<file path="config.mk">
export PLATFORM = sky130hd
export DESIGN_NAME = mem_stage_ctrl
export DESIGN_NICKNAME = d
export VERILOG_FILES = /design/src/rtl/mem_stage_ctrl.sv
export SDC_FILE = /design/constraint.sdc
export NUM_CORES = 1
export LEC_CHECK = 0
export ABC_AREA = 0
export ABC_CLOCK_PERIOD_IN_PS = 2100
export CAP_MARGIN = 20
export CELL_PAD_IN_SITES_DETAIL_PLACEMENT = 1
export CELL_PAD_IN_SITES_GLOBAL_PLACEMENT = 1
export CORE_ASPECT_RATIO = 0.9
export CORE_UTILIZATION = 33
export CTS_CLUSTER_DIAMETER = 80
export DETAILED_ROUTE_END_ITERATION = 10
export PLACE_DENSITY_LB_ADDON = 0.1
export SLEW_MARGIN = 40
export SYNTH_ARGS = -nofsm -noshare
export SYNTH_HDL_FRONTEND = slang
export SYNTH_SLANG_ARGS = --single-unit
</file>
<file path="constraint.sdc">
create_clock -name clk_i -period 2.1 [get_ports clk_i]
set_input_delay 0.42 -clock clk_i [delete_from_list [all_inputs] [get_ports clk_i]]
set_output_delay 0.42 -clock clk_i [all_outputs]
set_load 0.005 [all_outputs]
</file>
<file path="src/rtl/mem_stage_ctrl.sv">
// mem_stage_ctrl: memory-stage access controller for a 3-stage RV32 pipeline.
// Decodes the load/store held in the M-stage register, runs one req/ack
// transaction on the data bus, stalls the pipeline while it is outstanding,
// and returns aligned, extended load data.
//
// Ports
//   clk_i, rst_ni            clock (rising edge), async active-low reset
//   valid_m, opcode_m,       M-stage instruction: valid, opcode, func3,
//   func3_m, alu_out_m,      effective address and store data (rs2)
//   write_data_m
//   dbus_req_o, dbus_we_o,   data bus request, direction, word address,
//   dbus_addr_o, dbus_be_o,  byte enables and lane-replicated store data
//   dbus_wdata_o
//   dbus_ack_i, dbus_err_i,  bus completion, error qualifier, read data
//   dbus_rdata_i
//   stall_o                  freeze all pipeline registers
//   load_data_o              aligned, sign/zero-extended load result
//   misalign_o               pulse: misaligned address or illegal func3
//   bus_err_o                pulse (in DONE): ack returned with error
//   timeout_o                pulse (in DONE): access abandoned, no ack
module mem_stage_ctrl #(
    parameter int DW      = 32,
    parameter int TIMEOUT = 64,
    parameter int CNTW    = $clog2(TIMEOUT + 1)
) (
    input  logic              clk_i,
    input  logic              rst_ni,
    input  logic              valid_m,
    input  logic [6:0]        opcode_m,
    input  logic [2:0]        func3_m,
    input  logic [DW-1:0]     alu_out_m,
    input  logic [DW-1:0]     write_data_m,
    output logic              dbus_req_o,
    output logic              dbus_we_o,
    output logic [DW-1:0]     dbus_addr_o,
    output logic [DW/8-1:0]   dbus_be_o,
    output logic [DW-1:0]     dbus_wdata_o,
    input  logic              dbus_ack_i,
    input  logic              dbus_err_i,
    input  logic [DW-1:0]     dbus_rdata_i,
    output logic              stall_o,
    output logic [DW-1:0]     load_data_o,
    output logic              misalign_o,
    output logic              bus_err_o,
    output logic              timeout_o
);

    localparam logic [1:0] S_IDLE   = 2'd0;
    localparam logic [1:0] S_ACCESS = 2'd1;
    localparam logic [1:0] S_DONE   = 2'd2;

    localparam logic [6:0] OP_LOAD  = 7'b0000011;
    localparam logic [6:0] OP_STORE = 7'b0100011;

    // Select the addressed lane and extend it according to func3.
    function automatic logic [DW-1:0] load_align(input logic [DW-1:0] rdata,
                                                 input logic [2:0]    f3,
                                                 input logic [1:0]    off);
        logic [DW-1:0] sh;
        sh = rdata >> {off, 3'b000};
        case (f3)
            3'b000:  load_align = {{(DW-8){sh[7]}}, sh[7:0]};
            3'b001:  load_align = {{(DW-16){sh[15]}}, sh[15:0]};
            3'b100:  load_align = {{(DW-8){1'b0}}, sh[7:0]};
            3'b101:  load_align = {{(DW-16){1'b0}}, sh[15:0]};
            default: load_align = rdata;
        endcase
    endfunction

    logic [1:0]      state_q, state_d;
    logic [CNTW-1:0] cnt_q, cnt_d;
    logic            we_q, we_d;
    logic [DW-1:0]   addr_q, addr_d;
    logic [DW/8-1:0] be_q, be_d;
    logic [DW-1:0]   wdata_q, wdata_d;
    logic [2:0]      f3_q, f3_d;
    logic [1:0]      off_q, off_d;
    logic [DW-1:0]   ld_q, ld_d;
    logic            berr_q, berr_d;
    logic            to_q, to_d;

    logic            is_load, is_store, mem_op, legal, aligned, start;
    logic [DW/8-1:0] be_new;
    logic [DW-1:0]   wdata_new;

    assign is_load  = (opcode_m == OP_LOAD);
    assign is_store = (opcode_m == OP_STORE);
    assign mem_op   = valid_m & (is_load | is_store);

    always_comb begin
        if (is_load)
            legal = (func3_m == 3'b000) | (func3_m == 3'b001) | (func3_m == 3'b010) |
                    (func3_m == 3'b100) | (func3_m == 3'b101);
        else
            legal = (func3_m == 3'b000) | (func3_m == 3'b001) | (func3_m == 3'b010);
    end

    // func3[1:0] encodes access size for every legal encoding.
    always_comb begin
        aligned   = 1'b1;
        be_new    = 4'b1111;
        wdata_new = write_data_m;
        case (func3_m[1:0])
            2'b00: begin
                be_new    = 4'b0001 << alu_out_m[1:0];
                wdata_new = {4{write_data_m[7:0]}};
            end
            2'b01: begin
                aligned   = ~alu_out_m[0];
                be_new    = 4'b0011 << alu_out_m[1:0];
                wdata_new = {2{write_data_m[15:0]}};
            end
            2'b10: aligned = (alu_out_m[1:0] == 2'b00);
            default: ;
        endcase
    end

    assign start = (state_q == S_IDLE) & mem_op & legal & aligned;

    always_comb begin
        state_d = state_q;
        cnt_d   = cnt_q;
        we_d    = we_q;
        addr_d  = addr_q;
        be_d    = be_q;
        wdata_d = wdata_q;
        f3_d    = f3_q;
        off_d   = off_q;
        ld_d    = ld_q;
        berr_d  = 1'b0;
        to_d    = 1'b0;
        case (state_q)
            S_IDLE: begin
                if (start) begin
                    state_d = S_ACCESS;
                    cnt_d   = '0;
                    we_d    = is_store;
                    addr_d  = {alu_out_m[DW-1:2], 2'b00};
                    be_d    = be_new;
                    wdata_d = wdata_new;
                    f3_d    = func3_m;
                    off_d   = alu_out_m[1:0];
                end
            end
            S_ACCESS: begin
                // Ack wins over a timeout expiring in the same cycle.
                if (dbus_ack_i) begin
                    state_d = S_DONE;
                    if (dbus_err_i) begin
                        ld_d   = '0;
                        berr_d = 1'b1;
                    end else if (!we_q) begin
                        ld_d = load_align(dbus_rdata_i, f3_q, off_q);
                    end
                end else begin
                    cnt_d = cnt_q + 1'b1;
                    if (cnt_q == CNTW'(TIMEOUT - 1)) begin
                        state_d = S_DONE;
                        ld_d    = '0;
                        to_d    = 1'b1;
                    end
                end
            end
            S_DONE:  state_d = S_IDLE;
            default: state_d = S_IDLE;
        endcase
    end

    always_ff @(posedge clk_i or negedge rst_ni) begin
        if (!rst_ni) begin
            state_q <= S_IDLE;
            cnt_q   <= '0;
            we_q    <= 1'b0;
            addr_q  <= '0;
            be_q    <= '0;
            wdata_q <= '0;
            f3_q    <= '0;
            off_q   <= '0;
            ld_q    <= '0;
            berr_q  <= 1'b0;
            to_q    <= 1'b0;
        end else begin
            state_q <= state_d;
            cnt_q   <= cnt_d;
            we_q    <= we_d;
            addr_q  <= addr_d;
            be_q    <= be_d;
            wdata_q <= wdata_d;
            f3_q    <= f3_d;
            off_q   <= off_d;
            ld_q    <= ld_d;
            berr_q  <= berr_d;
            to_q    <= to_d;
        end
    end

    // Combinational outputs are gated by reset so they fall immediately
    // even while the M-stage still presents a memory instruction.
    assign stall_o      = rst_ni & (start | (state_q == S_ACCESS));
    assign misalign_o   = rst_ni & (state_q == S_IDLE) & mem_op & ~(legal & aligned);
    assign dbus_req_o   = (state_q == S_ACCESS);
    assign dbus_we_o    = we_q;
    assign dbus_addr_o  = addr_q;
    assign dbus_be_o    = be_q;
    assign dbus_wdata_o = wdata_q;
    assign load_data_o  = ld_q;
    assign bus_err_o    = berr_q;
    assign timeout_o    = to_q;

endmodule
</file>
Word-level counts from Yosys, hierarchy flattened
Cells that the tools add are included.
{"block": "word_totals", "register_bits": 115, "in_bits": 111, "mem_bits_ro": 0, "latchBits": 0, "ramBits": 0, "memories": 0, "elab_cells": 82}
{"block": "classes", "shift": 3, "multipliers": 0, "order_cmp": 0, "reduce_logical": 11, "n_div": 0, "add_sub_neg": 1, "n_eq_ne": 17, "n_bitwise": 17, "mux": 22}
{"operator": "$mux W32", "n": 4}
{"operator": "$pmux W32 S4", "n": 1}
{"operator": "$pmux W32 S2", "n": 1}
{"operator": "$shr A32 B5 Y16", "n": 1}
{"operator": "$eq A7 B6 Y1 const B", "n": 2}
{"operator": "$mux W7", "n": 2}
{"operator": "$pmux W7 S2", "n": 1}
{"operator": "$eq A3 B3 Y1 const B", "n": 4}
{"operator": "$and A1 B1 Y1", "n": 9}
{"operator": "$pmux W4 S2", "n": 1}
{"operator": "$add A7 B1 Y7 const B", "n": 1}
{"operator": "$eq A7 B2 Y1 const B", "n": 1}
{"operator": "$mux W1", "n": 7}
{"operator": "$eq A3 B1 Y1 const B", "n": 2}
{"operator": "$logic_not A2 Y1", "n": 3}
{"operator": "$logic_not A3 Y1", "n": 2}
{"operator": "$mux W2", "n": 3}
{"operator": "$or A1 B1 Y1", "n": 6}
{"operator": "$reduce_and A3 Y1", "n": 2}
{"operator": "$eq A2 B1 Y1 const B", "n": 2}
{"operator": "$ne A2 B2 Y1 const B", "n": 2}
{"operator": "$pmux W2 S2", "n": 1}
{"operator": "$reduce_and A2 Y1", "n": 2}
{"operator": "$reduce_bool A2 Y1", "n": 2}
{"operator": "8 further kinds", "n": 9}

Depth between registers and ports, before layout
Gate-level depths: netlist of run 1.
{"block": "logic_depth", "depth_word": 10, "ltp_mapped": 9}

Least setup slack after synthesis of run 1
No wires, ideal clock.
{"block": "synth_path", "path_kind": "input port to output port", "from": "input func3_m[0]", "to": "output stall_o", "cell_stages": 8, "t_required_ns": 1.680, "arrival_ns": 1.637, "path_slack_ns": 0.043, "path_buffers": 2, "path_cell_list": "inv_1 ha_1 buf_4 nor2_4 a22oi_2 o211ai_2 buf_6 a21boi_0"}
{"block": "synth_between", "elab_chain_len": 10, "word_cells_on_any_way": 17, "cone_classes": "eq/ne: 6; mux: 2; bitwise: 8; reduce/logical: 1"}
{"item": "start: declaration", "line": "30", "text": "input logic [2:0] func3_m,"}
{"item": "$eq A3 B1 Y1 or $logic_not A3 Y1 (tied branches)", "line": "92, 95"}
{"item": "$or A1 B1 Y1 (2 in series)", "line": "92, 95"}
{"item": "$or A1 B1 Y1", "line": "92", "text": "legal = (func3_m == 3'b000) | (func3_m == 3'b001) | (func3_m == 3'b010) |"}
{"item": "$or A1 B1 Y1", "line": "93", "text": "(func3_m == 3'b100) | (func3_m == 3'b101);"}
{"item": "$mux W1", "line": "91", "text": "if (is_load)"}
{"item": "$and A1 B1 Y1", "line": "118", "text": "assign start = (state_q == S_IDLE) & mem_op & legal & aligned;"}
{"item": "$and A1 B1 Y1 (*)", "line": "118"}
{"item": "$or A1 B1 Y1 (*)", "line": "199", "text": "assign stall_o = rst_ni & (start | (state_q == S_ACCESS));"}
{"item": "$and A1 B1 Y1 (*)", "line": "199"}
{"item": "end: declaration", "line": "41", "text": "output logic stall_o,"}
Every way passes the cells marked *; elsewhere a longest branch is shown, timed or not.

Worst setup path after layout of run 1
{"block": "layout_path", "from": "input func3_m[1]", "to": "output stall_o"}
Same word-level chain as after synthesis.

==> key figures, run 1 <==
Drt
  • Post-Route WL: about 19 mm
  • Antenna viol nets, final: 0
  • DR vias/cell: around 5
  • Avg WL per Cell: roughly 19 um
  • Detailed Routing Iterations Pass 1: 4
  • Final routed DRC violation total: 0
  • Via total after detailed routing: roughly 4900
  • 1st-iter DRT viols: 203

Timing
  • Tightest Pin Transition: approximately 0.61 ns
  • Final setup vio count: 2
  • Slew Limit Fails: 0
  • Hold_ws: 0.440 ns
  • Final worst-path cycle share: 1.02
  • Slew headroom: 0.593
  • Max Freq: between 400 and 500 MHz
  • Final worst setup slack: -0.0521 ns
  • Max Clock Skew: around 0.010 ns
  • Post-layout min period: 2.15 ns
  • RSZ-0062 raised after global routing: true
  • Fin. Hold Viols: 0

Floorplanning
  • I/O pins: ~220
  • Row cnt: 45
  • Starting Density: 0.339
  • Die span in y: ~130 um
  • Total core area: roughly 17000 sq um
  • Die Area: ~18000 sq um
  • Die width: about 140 um

Pwr
  • Max rail drop VDD: around 0.49 mV
  • Static Leak: about 4.0 nW
  • Combinational share of power: 0.146
  • Tot Pwr: slightly above 6 mW
  • Clock share of power: 0.471
  • Sequential share of power: 0.382
  • Internal power: 4.76 mW
  • Power Density: just under 700 nW/um^2
  • Sw Share: 0.237
  • P_sw: between 1 and 1.5 mW

Worst setup path
  • Crit Reg-Reg Endpoint: dbus_wdata_o[22]
  • Reg2reg path depth: 7
  • Startpoint Class: input port
  • Setup crit end kind: output port
  • Crit-path cells: dlygate4sd2_1 > inv_2 > ha_4 > inv_1 > o21ai_2 > buf_4 > o211ai_4 > a21boi_1 > buf_2
  • CP max stage delay: around 0.29 ns
  • Critical path launch point: func3_m[1]
  • Worst setup path class: input port to output port
  • WP data required: ~1.7 ns
  • Slowest-stage cell, CP: dlygate4sd2_1
  • Worst-path fanout max: 3
  • R2r setup slk: 0.09 ns
  • FF-to-FF Start: state_q[1]
  • Crit path DAT: approximately 1.7 ns

CTS
  • Clk sinks: roughly 120
  • Htree depth: 4
  • Root buf cell: clkbuf_16
  • CTS clock-pin slew for the worst setup and hold paths: about 0.050 ns
  • CTS tree: yes
  • Clock tree buffer depth: 2
  • Later-pin clock latency in the skew report: 0.41 ns
  • CTS buffer count: 17

Global route
  • Vias in the first global route: roughly 5400
  • Gr ovfl total: 0
  • Largest net degree at the start of global routing: about 110
  • Initial antenna violation count: 0
  • Gr usage total: 0.217
  • First-pass GRT wire length: approximately 30 mm

Synthesis
  • Synth top area cells: dfrtp_1, mux2_4, mux2_2, nand2_1, o21ai_0
  • Synth Register Bits: roughly 120
  • Number of synthesized flops with an enable pin: 0
  • Ys async rst share: 1.00
  • Syn avg cell area: around 12 sq um
  • Syn Std Cell Area: about 5800 sq um
  • Sequential area share after synthesis: 0.500
  • Distinct cell type count after synthesis: 54
  • Ys Warns: 0
  • Top cell type's share of synthesized area: 0.500
  • Synthesized instance count: approximately 480
  • Most common flop cell mapped by yosys: dfrtp_1
  • Cell accounting for the most synthesized area: dfrtp_1

Placement
  • Routability cong.: 0.783
  • Hpwl dp: 13.5 mm
  • PortBufs: around 210

Final layout
  • Final net count: between 800 and 900
  • Share of layout cells above drive strength 1: 0.253
  • Ant. Diodes: 0
  • Area growth syn-to-layout: 57.6%

Run
  • # Max-Cap Violations: 0

Worst hold path
  • Hold Crit Class: input port to asynchronous set/reset pin

Outcome
  • Failing checks: negative setup slack
  • Status: finished, violations left
==> cell usage after synthesis, types with 3 or more instances <==
| cell | number |
|---|---|
| a22o_1 | 8 |
| nor2_1 | 10 |
| o221ai_1 | 6 |
| mux2i_1 | 9 |
| xor2_1 | 4 |
| o211ai_1 | 18 |
| nand2b_1 | 5 |
| clkbuf_1 | 15 |
| mux2_4 | 40 |
| o21ai_0 | 36 |
| nor2b_1 | 4 |
| nand2_1 | 58 |
| a2bb2oi_1 | 7 |
| nor3b_1 | 4 |
| and3_1 | 3 |
| a221o_1 | 4 |
| nand3b_1 | 3 |
| a22oi_1 | 9 |
| a21oi_1 | 3 |
| o2bb2ai_1 | 5 |
| nand4_1 | 5 |
| dfrtp_1 | 115 |
| buf_12 | 4 |
| mux2_2 | 40 |
| buf_4 | 6 |
| nor3_1 | 3 |
| and2_1 | 3 |
| nand3_1 | 7 |
| ha_1 | 4 |
| buf_2 | 4 |
| inv_1 | 9 |
==> logic make-up after synthesis <==
group | share of synthesized area
other | 0.000652
XOR/XNOR | 0.00609
AND/OR/NAND/NOR | 0.102
adder cells (fa/ha/maj) | 0.00870
flip-flops | 0.500
multiplexers | 0.206
AO/OA/AOI/OAI | 0.131
buffers and inverters | 0.0455
==> cell type report <==
class	count	area, sq um
Fill cell	1756	7880
Inverter	9	33.8
Clock inverter	13	161
Multi-Input combinational cell	323	2690
Timing Repair Buffer	265	2570
Tap cell	235	294
Sequential cell	115	2880
Clock buffer	18	439
==> worst max-delay path by stage <==
stage / end / slack, ns / cells past startpoint
2_1_floorplan: stall_o / 0.04 / 8
3_3_place_gp: misalign_o / -0.64 / 8
3_5_place_dp: misalign_o / -0.82 / 8
4_1_cts: stall_o / -0.04 / 6
5_1_grt: stall_o / -0.16 / 6
6_report: stall_o / -0.05 / 9
==> per-stage QoR <==
stage / setup slack [ns] / utilization / instance area, sq um / std cells / TNS [ns]
2_1_floorplan: 0.0427 / - / 5760 / 479 / 0
3_3_place_gp: -0.644 / 0.490 / 8300 / 936 / -29.71
3_5_place_dp: -0.821 / 0.490 / 8300 / 936 / -44.58
4_1_cts: -0.0374 / 0.532 / 9010 / 975 / -0.0730
5_1_grt: -0.159 / 0.535 / 9070 / 978 / -0.313
6_report: -0.0521 / 0.535 / 9070 / 978 / -0.0900
==> layer usage <==
metal | vias to the layer above | GRT usage | share of wire
li1 | 2245 | - | -
met1 | 2450 | 0.274 | 0.44
met2 | 165 | 0.351 | 0.47
met3 | 24 | 0.0656 | 0.071
met4 | 0 | 0.0806 | 0.020
met5 | - | 0 | 0
==> registers in the layout, summed over array words and instances, names as in the netlist <==
register	count
bus_err_o	1
cnt_q	7
dbus_addr_o	30
dbus_be_o	4
dbus_wdata_o	32
dbus_we_o	1
f3_q	3
load_data_o	32
off_q	2
state_q	2
timeout_o	1
==> power by group through the flow <==
| stage | logic, mW | registers (mW) | clock network (mW) |
|---|---|---|---|
| 6_report | 0.912 | 2.38 | 2.94 |
| 5_1_grt | 0.983 | 2.40 | 3.09 |
| 4_1_cts | 0.911 | 2.39 | 3.00 |
| 3_5_place_dp | 0.893 | 2.42 | 0 |
| 3_3_place_gp | 0.871 | 2.42 | 0 |
| 2_1_floorplan | 0.296 | 2.42 | 0 |
==> layout by cell type (no fill, tap or decap), types with 4 or more instances in the layout <==
cell and n:
clkdlybuf4s50_1 200, dfrtp_1 115, nand2_1 58, buf_4 43, mux2_2 40, mux2_4 40, o21ai_0 35, o211ai_1 18
clkbuf_16 17, nor2_1 10, dlygate4sd2_1 10, mux2i_1 9, a22oi_1 9, a22o_1 8, a2bb2oi_1 7, nand3_1 7
inv_1 6, o221ai_1 6, nand4_1 5, o2bb2ai_1 5, nand2b_1 4, nor2b_1 4, a221o_1 4, xor2_1 4
clkinvlp_4 4, buf_12 4, buf_6 4
==> timing repair <==
item / in CTS / in global routing
buffers inserted: 7 / 3
pin swaps: 6 / 3
hold buffers: 1 / 0
setup endpoints to repair: 62 / 2
gates resized for setup: 40 / 4
hold endpoints to repair: 2 / 0
==> worst max-delay path: cells and delay by family <==
kind | cells | cell delay, ns
buffers and inverters | 5 | 0.76
adders and majority gates | 1 | 0.16
AOI/OAI and AO/OA | 3 | 0.38
No activity file was read; power rests on OpenSTA's default activity.
==> inputs of run 2 (changes only) <==
--- a/config.mk
+++ b/config.mk
@@ -13,6 +13,7 @@
 export CORE_ASPECT_RATIO = 0.9
 export CORE_UTILIZATION = 33
 export CTS_CLUSTER_DIAMETER = 80
+export CTS_CLUSTER_SIZE = 20
 export DETAILED_ROUTE_END_ITERATION = 10
 export PLACE_DENSITY_LB_ADDON = 0.1
 export SLEW_MARGIN = 40
==> results of run 2 <==
Final layout, timing and power as in run 1 (identical DEF).
